File: config.mk
export PLATFORM = sky130hd
export DESIGN_NAME = gfsk_packet_demod
export DESIGN_NICKNAME = d
export VERILOG_FILES = /design/src/rtl/gfsk_packet_demod.sv
export SDC_FILE = /design/constraint.sdc
export NUM_CORES = 1
export LEC_CHECK = 0
export CAP_MARGIN = 20
export CORE_MARGIN = 8
export CORE_UTILIZATION = 60
export DETAILED_ROUTE_END_ITERATION = 8
export PLACE_DENSITY = 0.79
export SETUP_SLACK_MARGIN = 0.05
export SYNTH_ARGS = -nofsm -noshare
export SYNTH_HDL_FRONTEND = slang
export SYNTH_SLANG_ARGS = --single-unit
File: constraint.sdc
create_clock -name clk -period 18.37 [get_ports clk]
set_input_delay 3.674 -clock clk [delete_from_list [all_inputs] [get_ports clk]]
set_output_delay 3.674 -clock clk [all_outputs]
set_load 0.05 [all_outputs]
File: src/rtl/gfsk_packet_demod.sv
// BLE GFSK packet demodulator: FM discriminator, symbol slicer, access-address correlator, byte deserialiser.
// Define DEWHITEN_EN to de-whiten header/payload/CRC with the channel-seeded x^7+x^4+1 sequence.
module gfsk_packet_demod #(
    parameter int unsigned DATA_WIDTH     = 4,
    parameter int unsigned ACC_WIDTH      = 14,
    parameter logic [31:0] ACCESS_ADDRESS = 32'h8E89BED6,
    parameter int unsigned AA_MAX_ERR     = 1,
    parameter int unsigned MAX_LEN        = 255
) (
    input  logic                         clk,
    input  logic                         resetn,
    input  logic                         en,
    input  logic signed [DATA_WIDTH-1:0] i_data,
    input  logic signed [DATA_WIDTH-1:0] q_data,
    input  logic                         symbol_clk,
    input  logic [5:0]                   channel,
    output logic                         aa_detected,
    output logic [7:0]                   byte_data,
    output logic                         byte_valid,
    output logic                         pkt_start,
    output logic                         pkt_end,
    output logic                         busy
);

    localparam int unsigned DISC_W = 2 * DATA_WIDTH + 1;
    localparam int unsigned SUM_W  = ((ACC_WIDTH > DISC_W) ? ACC_WIDTH : DISC_W) + 1;
    localparam int unsigned CNT_W  = 6;
    localparam int unsigned REM_W  = 9;
    localparam logic signed [ACC_WIDTH-1:0] ACC_HI = {1'b0, {(ACC_WIDTH-1){1'b1}}};
    localparam logic signed [ACC_WIDTH-1:0] ACC_LO = {1'b1, {(ACC_WIDTH-1){1'b0}}};
    localparam logic signed [SUM_W-1:0]     SUM_HI = SUM_W'(ACC_HI);
    localparam logic signed [SUM_W-1:0]     SUM_LO = SUM_W'(ACC_LO);

    typedef enum logic [1:0] {
        S_SEARCH  = 2'd0,
        S_HEADER  = 2'd1,
        S_PAYLOAD = 2'd2
    } state_t;

    state_t                        state_q, state_d;
    logic signed [DATA_WIDTH-1:0]  i_prev, q_prev;
    logic signed [ACC_WIDTH-1:0]   acc, acc_sat;
    logic signed [DISC_W-1:0]      disc;
    logic signed [SUM_W-1:0]       sum;
    logic                          sym_evt, raw_bit, data_bit;
    logic [31:0]                   aa_sr, aa_next;
    logic [CNT_W-1:0]              aa_cnt, aa_cnt_next;
    logic                          aa_hit;
    logic [7:0]                    byte_sr, byte_next;
    logic [2:0]                    bit_cnt;
    logic                          byte_done, hdr_idx, last_byte;
    logic [REM_W-1:0]              remaining, len_clamp;
    logic                          aa_det_d, byte_valid_d, pkt_start_d, pkt_end_d;

    assign sym_evt = en & symbol_clk;

    // Cross-product discriminator, running sum and slicer (sum of exactly 0 slices to 0)
    always_comb begin
        disc = DISC_W'(i_prev) * DISC_W'(q_data) - DISC_W'(q_prev) * DISC_W'(i_data);
        sum  = SUM_W'(acc) + SUM_W'(disc);
        if (sum > SUM_HI)      acc_sat = ACC_HI;
        else if (sum < SUM_LO) acc_sat = ACC_LO;
        else                   acc_sat = ACC_WIDTH'(sum);
        raw_bit = ~sum[SUM_W-1] & (|sum);
    end

    // Correlator window and byte assembly, both LSB-first
    always_comb begin
        aa_next     = {raw_bit, aa_sr[31:1]};
        aa_cnt_next = (aa_cnt == CNT_W'(32)) ? aa_cnt : aa_cnt + CNT_W'(1);
        aa_hit      = (aa_cnt_next == CNT_W'(32)) &&
                      (32'($countones(aa_next ^ ACCESS_ADDRESS)) <= AA_MAX_ERR);
        byte_next   = {data_bit, byte_sr[7:1]};
        byte_done   = (bit_cnt == 3'd7);
        last_byte   = (remaining == REM_W'(1));
        len_clamp   = (REM_W'(byte_next) > REM_W'(MAX_LEN)) ? REM_W'(MAX_LEN) : REM_W'(byte_next);
    end

`ifdef DEWHITEN_EN
    logic [6:0] whit_q;

    assign data_bit = raw_bit ^ whit_q[6];

    // Seeded from the channel on address match, stepped once per packet bit
    always_ff @(posedge clk or negedge resetn) begin
        if (!resetn) begin
            whit_q <= '0;
        end else if (sym_evt) begin
            if (state_q == S_SEARCH) begin
                if (aa_hit) whit_q <= {channel[0], channel[1], channel[2], channel[3],
                                       channel[4], channel[5], 1'b1};
            end else begin
                whit_q <= {whit_q[5], whit_q[4], whit_q[3] ^ whit_q[6], whit_q[2],
                           whit_q[1], whit_q[0], whit_q[6]};
            end
        end
    end
`else
    logic unused_channel;

    assign unused_channel = ^channel;
    assign data_bit       = raw_bit;
`endif

    always_ff @(posedge clk or negedge resetn) begin
        if (!resetn) state_q <= S_SEARCH;
        else         state_q <= state_d;
    end

    always_comb begin
        state_d = state_q;
        if (sym_evt) begin
            case (state_q)
                S_SEARCH:  if (aa_hit)                 state_d = S_HEADER;
                S_HEADER:  if (byte_done && hdr_idx)   state_d = S_PAYLOAD;
                S_PAYLOAD: if (byte_done && last_byte) state_d = S_SEARCH;
                default:                               state_d = S_SEARCH;
            endcase
        end
    end

    always_comb begin
        aa_det_d     = 1'b0;
        byte_valid_d = 1'b0;
        pkt_start_d  = 1'b0;
        pkt_end_d    = 1'b0;
        if (sym_evt) begin
            case (state_q)
                S_SEARCH:  aa_det_d = aa_hit;
                S_HEADER: begin
                    byte_valid_d = byte_done;
                    pkt_start_d  = byte_done & ~hdr_idx;
                end
                S_PAYLOAD: begin
                    byte_valid_d = byte_done;
                    pkt_end_d    = byte_done & last_byte;
                end
                default: ;
            endcase
        end
    end

    // Datapath state; everything here advances only on en
    always_ff @(posedge clk or negedge resetn) begin
        if (!resetn) begin
            i_prev    <= '0;
            q_prev    <= '0;
            acc       <= '0;
            aa_sr     <= '0;
            aa_cnt    <= '0;
            byte_sr   <= '0;
            bit_cnt   <= '0;
            hdr_idx   <= 1'b0;
            remaining <= '0;
        end else if (en) begin
            i_prev <= i_data;
            q_prev <= q_data;
            acc    <= symbol_clk ? '0 : acc_sat;
            if (symbol_clk) begin
                case (state_q)
                    S_SEARCH: begin
                        aa_sr  <= aa_next;
                        aa_cnt <= aa_cnt_next;
                        if (aa_hit) begin
                            bit_cnt <= '0;
                            hdr_idx <= 1'b0;
                        end
                    end
                    S_HEADER: begin
                        byte_sr <= byte_next;
                        bit_cnt <= bit_cnt + 3'd1;
                        if (byte_done) begin
                            hdr_idx <= 1'b1;
                            if (hdr_idx) remaining <= len_clamp + REM_W'(3);
                        end
                    end
                    S_PAYLOAD: begin
                        byte_sr <= byte_next;
                        bit_cnt <= bit_cnt + 3'd1;
                        if (byte_done) begin
                            remaining <= remaining - REM_W'(1);
                            if (last_byte) begin
                                aa_sr  <= '0;
                                aa_cnt <= '0;
                            end
                        end
                    end
                    default: ;
                endcase
            end
        end
    end

    // Output pulses are rewritten every clk so they stay one clk wide regardless of en
    always_ff @(posedge clk or negedge resetn) begin
        if (!resetn) begin
            aa_detected <= 1'b0;
            byte_valid  <= 1'b0;
            pkt_start   <= 1'b0;
            pkt_end     <= 1'b0;
            busy        <= 1'b0;
            byte_data   <= '0;
        end else begin
            aa_detected <= aa_det_d;
            byte_valid  <= byte_valid_d;
            pkt_start   <= pkt_start_d;
            pkt_end     <= pkt_end_d;
            busy        <= (state_d != S_SEARCH);
            if (byte_valid_d) byte_data <= byte_next;
        end
    end

endmodule
After elaboration in Yosys (flattened, before gate mapping)
Cells that the tools add are included.

$add $sub $neg: 37. Multiply operators: 2. Order comparisons: 3. Equality and inequality tests: 11. Mux-type cells: 32. Bitwise operators: 7. Reductions and logical operators: 16.

Operator list (count): $mux 32 (2); $pmux 32 s2 (1); $mux 14 (3); $add 1x1->2 (16); $mux 9 (3); $add 2x2->3 (8); $mux 6 (3); $not 18->18 (1); $pmux 9 s2 (1); $add 3x3->4 (4); $mul 4x4->8 (2); $add 14x9->15 (1); $gt 15x14->1 const B (1); $lt 15x14->1 const B (1); $reduce_or 15->1 (1); $eq 6x6->1 const B (2); $pmux 6 s2 (1); $add 4x4->5 (2); $mux 1 (10); $ne 2x2->1 const B (5); $reduce_and 5->1 (2); $reduce_bool 2->1 (5); $add 8x2->9 const B (1); $eq 9x1->1 const B (1); other kinds (22) (31).

Bits in registers: 96. Input bits: 18. Output and inout bits: 13. Word-level logic and storage cells: 124.

Depth between registers and ports, before layout
Depth in word-level cells: 17. Depth in mapped cells: 34.

Least setup slack after synthesis
Ideal clock, no wire load.

Path kind: in2reg. Start: input q_data[1]. End: register bit_cnt[1]. Setup time: 122 ps. Data arrival time: 12767 ps. Required time: 18248 ps. Path slack: 5481 ps. Cell stages on the path: 32. Buffers on the path: 0. Path through: and2_1 fa_1 fa_1 inv_1 fa_1 inv_1 fa_1 inv_1 fa_1 inv_1 ha_1 a21oi_1 nand2_1 or3_4 a2111oi_4 o2111ai_1 o41ai_4 fa_1 inv_1 fa_1 fa_1 fa_1 inv_1 ha_1 inv_1 fa_1 or4b_2 nor3_1 o2111ai_1 a21oi_1 o21ai_0 a32o_1.

Longest elaborated chain between the ends: 15.

Ends and longest elaborated chain: start, declared (RTL line 14) `input logic signed [DATA_WIDTH-1:0] q_data,`; $mul 4x4->8 (*) (RTL line 59) `disc = DISC_W'(i_prev) * DISC_W'(q_data) - DISC_W'(q_prev) * DISC_W'(i_data);`; $sub 8x8->9 (*) (RTL line 59); $add 14x9->15 (*) (RTL line 60) `sum = SUM_W'(acc) + SUM_W'(disc);`; $reduce_or 15->1 / $not 1->1 (equally long branches) (RTL line 64) `raw_bit = ~sum[SUM_W-1] & (|sum);`; $and 1x1->1 (*) (RTL line 64); $not 18->18 (no line) (*); $add 1x1->2 (not written as such) (*) (RTL line 72) `(32'($countones(aa_next ^ ACCESS_ADDRESS)) <= AA_MAX_ERR);`; $add 2x2->3 (not written as such) (*) (RTL line 72); $add 3x3->4 (not written as such) (*) (RTL line 72); $add 4x4->5 (not written as such) (*) (RTL line 72); $add 5x5->6 (not written as such) (*) (RTL line 72); $le 6x1->1 (*) (RTL line 72); $logic_and 1x1->1 (*) (RTL line 71) `aa_hit = (aa_cnt_next == CNT_W'(32)) &&`; $ne 2x2->1 (no line) (*); $reduce_and 4->1 (no line) (*); end signal, assigned (RTL line 171) `bit_cnt <= bit_cnt + 3'd1;`; end signal, assigned (RTL line 179) `bit_cnt <= bit_cnt + 3'd1;`; end, declared (RTL line 50) `logic [2:0] bit_cnt;`.

Mark *: on every way between the ends. The rest lies on a longest branch, timed or not. A chain may end at the register's enable or synchronous reset.

Worst setup path after layout
Same ends and word-level chain as after synthesis.

==> flow_summary.toml <==
[cts]
cts.clk_slew.worst_paths_ns = 0.07
cts_tree = "yes"
cts.sinks = 94
cts_setup_buffers = 0
cts-root-buf = "clkbuf_16"
cts_hold_buf = 0
htreeDepth = 3
cts_inserted_buffers = 9
clk_latency_ns = 0.35
clock_path_buffers = 2
cts_resized = 0

[floorplanning]
die_w_um = 127.5
core-area_sq_mm = 0.01206
dieHeight_um = 127.5
placementRows = 40
die_area_sq_mm = 0.01626
ios = 31
start_util_pct = 61.87

[sta]
min_period_over_period_pct = 77.81
tns_ns = 0
period_needed_ns = 14.29
max-slew-margin-rel_pct = 42.04
tightest_slew_ns = 0.8694
fmax_mhz = 69.96
setup_viol = 0
finalHoldViolCount = 0
rsz0062_at_grt = "false"
drv_slew = 0
skew_ns = 0.006912

[grt]
antenna_found_initial = 0
grt_first_pass_wirelength_um = 25750
grt.total_usage_pct = 19.60
grt_pass1_vias = 5483
grt.overflow.total = 0
grt_start_max_net_pins = 58

[run_status]
status = "completed"

[synth]
synth_top_family_by_area = "adder cells"
postSynthAreaPerCell_sq_um = 9.679
synth_top_cell_by_area = "dfrtp_1"
syn_inst = 771
ys_ff_latch = 94
synth_top_area_share_pct = 31.52
syn_nets = 918
ys_types = 55
netlist_top_cells_area = "dfrtp_1 (32%), fa_1 (20%), ha_1 (9.4%)"
synth_adder_area_share_pct = 29.24
synth_compound_area_share_pct = 13.97
netlist_top_cells_count = "inv_1 (145), dfrtp_1 (94), o21ai_0 (82)"
yosysMostFrequentCell = "inv_1"
synth_xor_area_share_pct = 2.347
async_flop_share_pct = 100.0
syn-cell-area_sq_mm = 0.007462
synth_seq_area_share_pct = 31.52
synthSimpleGateAreaFrac_pct = 10.95
synth_warnings = 0
synth_ff_type = "dfrtp_1"
synth-edff-count = 0
synth_mux_area_share_pct = 3.454

[routing]
drt_wl_total_um = 14920
vias = 5355
viasPerCell = 5.584
drtIter0Drc = 345
antenna_left = 0
dr.pass1.iters = 5
drc = 0
wl_per_cell_um = 15.56

[layout]
synthToLayoutAreaGrowth_pct = 9.289
fillers = 921
insertedDiodeCount = 0
nNetsFinal = 933
drive_gt1_share_pct = 6.700
multi_input_area_sq_mm = 0.004474
regArea_sq_mm = 0.002352

[setup_path]
crit_type = "input port to flop"
end_kind = "flop"
r2r_slack_ns = 7.55
worst_path_most_repeated_cell = "fa_1"
r2r-start = "i_prev[3]"
cp.arrival_ns = 14.53
cpPeakStageDelay_ns = 0.59
critPathRequiredTime_ns = 18.60
crit_path_start_kind = "input port"
slowest_stage = "clkdlybuf4s50_1"
timing.rr.end = "bit_cnt[1]"
reg2reg_depth = 33
path_max_fanout = 6

[placement]
place_congestion = 0.8748
dp_hpwl_um = 11380
io_buffers = 24

[worst_hold_path]
hp-class = "flop to flop"
hold_path_depth = 2
hold_start = "aa_sr[24]"
hold-path-endpoint = "aa_sr[24]"

[flow_run]
max_cap_violations = 0
## logic make-up (layout without fill, tap and decap cells)
logic type | Yosys count | in the layout
compound gates | 165 | 165
buf+inv | 169 | 189
simple gates | 169 | 169
mux | 23 | 23
fa+ha+maj | 131 | 131
flops | 94 | 94
xor+xnor | 20 | 20
## cell usage in the layout (no fill, tap or decap), types with 20 or more instances in the layout
| master | Yosys | final |
|---|---|---|
| inv_1 | 145 | 145 |
| dfrtp_1 | 94 | 94 |
| o21ai_0 | 82 | 82 |
| nand2_1 | 76 | 76 |
| fa_1 | 73 | 73 |
| ha_1 | 56 | 56 |
| clkdlybuf4s50_1 | 0 | 23 |
| mux2_2 | 22 | 22 |
| nor2_1 | 21 | 21 |
| a21oi_1 | 20 | 20 |
## sequential cells by signal, summed over array words and instances (netlist names)
signal / count
byte_sr: 7
pkt_end: 1
busy: 1
aa_detected: 1
byte_valid: 1
q_prev: 4
remaining: 9
hdr_idx: 1
aa_cnt: 6
acc: 14
state_q: 2
byte_data: 8
aa_sr: 31
pkt_start: 1
i_prev: 4
bit_cnt: 3
## metal layers
layer / wire (um) / up-vias / GRT usage (%)
li1: - / 2561 / -
met1: 6526 / 2654 / 24.26
met2: 7525 / 118 / 33.38
met3: 637 / 22 / 4.077
met4: 230 / 0 / 6.788
met5: 0 / - / 0
## worst max-delay path: cells and delay by family
family	cells	cell delay (ns)
compound gates	8	2.57
fa+ha+maj	12	5.66
buf+inv	8	1.09
simple gates	5	1.53
## worst max path at each step
| stage | start | endpoint | depth (start not counted) |
|---|---|---|---|
| floorplan | q_data[1] | bit_cnt[1] | 32 |
| global placement | q_data[1] | bit_cnt[1] | 33 |
| detailed placement | q_data[1] | bit_cnt[1] | 33 |
| CTS | q_data[1] | bit_cnt[1] | 33 |
| global route | q_data[0] | bit_cnt[1] | 34 |
| finish | q_data[1] | bit_cnt[1] | 33 |
## per-stage QoR
stage,utilization [%],std cells,area [sq um],hold WS [ns],setup WS [ns]
global route,67.61,959,8155,0.5054,3.632
detailed placement,65.01,942,7841,0.4698,3.866
floorplan,-,771,7462,0.4498,5.481
global placement,65.01,942,7841,0.4616,4.118
finish,67.61,959,8155,0.4784,4.076
CTS,67.49,958,8140,0.4862,4.092
## cell type report
cell class,count,area share [%]
Clock buffer,10,2.808
Multi-Input combinational cell,508,54.86
Sequential cell,94,28.84
Inverter,145,6.674
Timing Repair Buffer,28,3.375
Clock inverter,6,0.8592
Tap cell,168,2.577
Power is not shown: default switching activity piles up to over one toggle a cycle in this logic, so the estimate is an artifact.
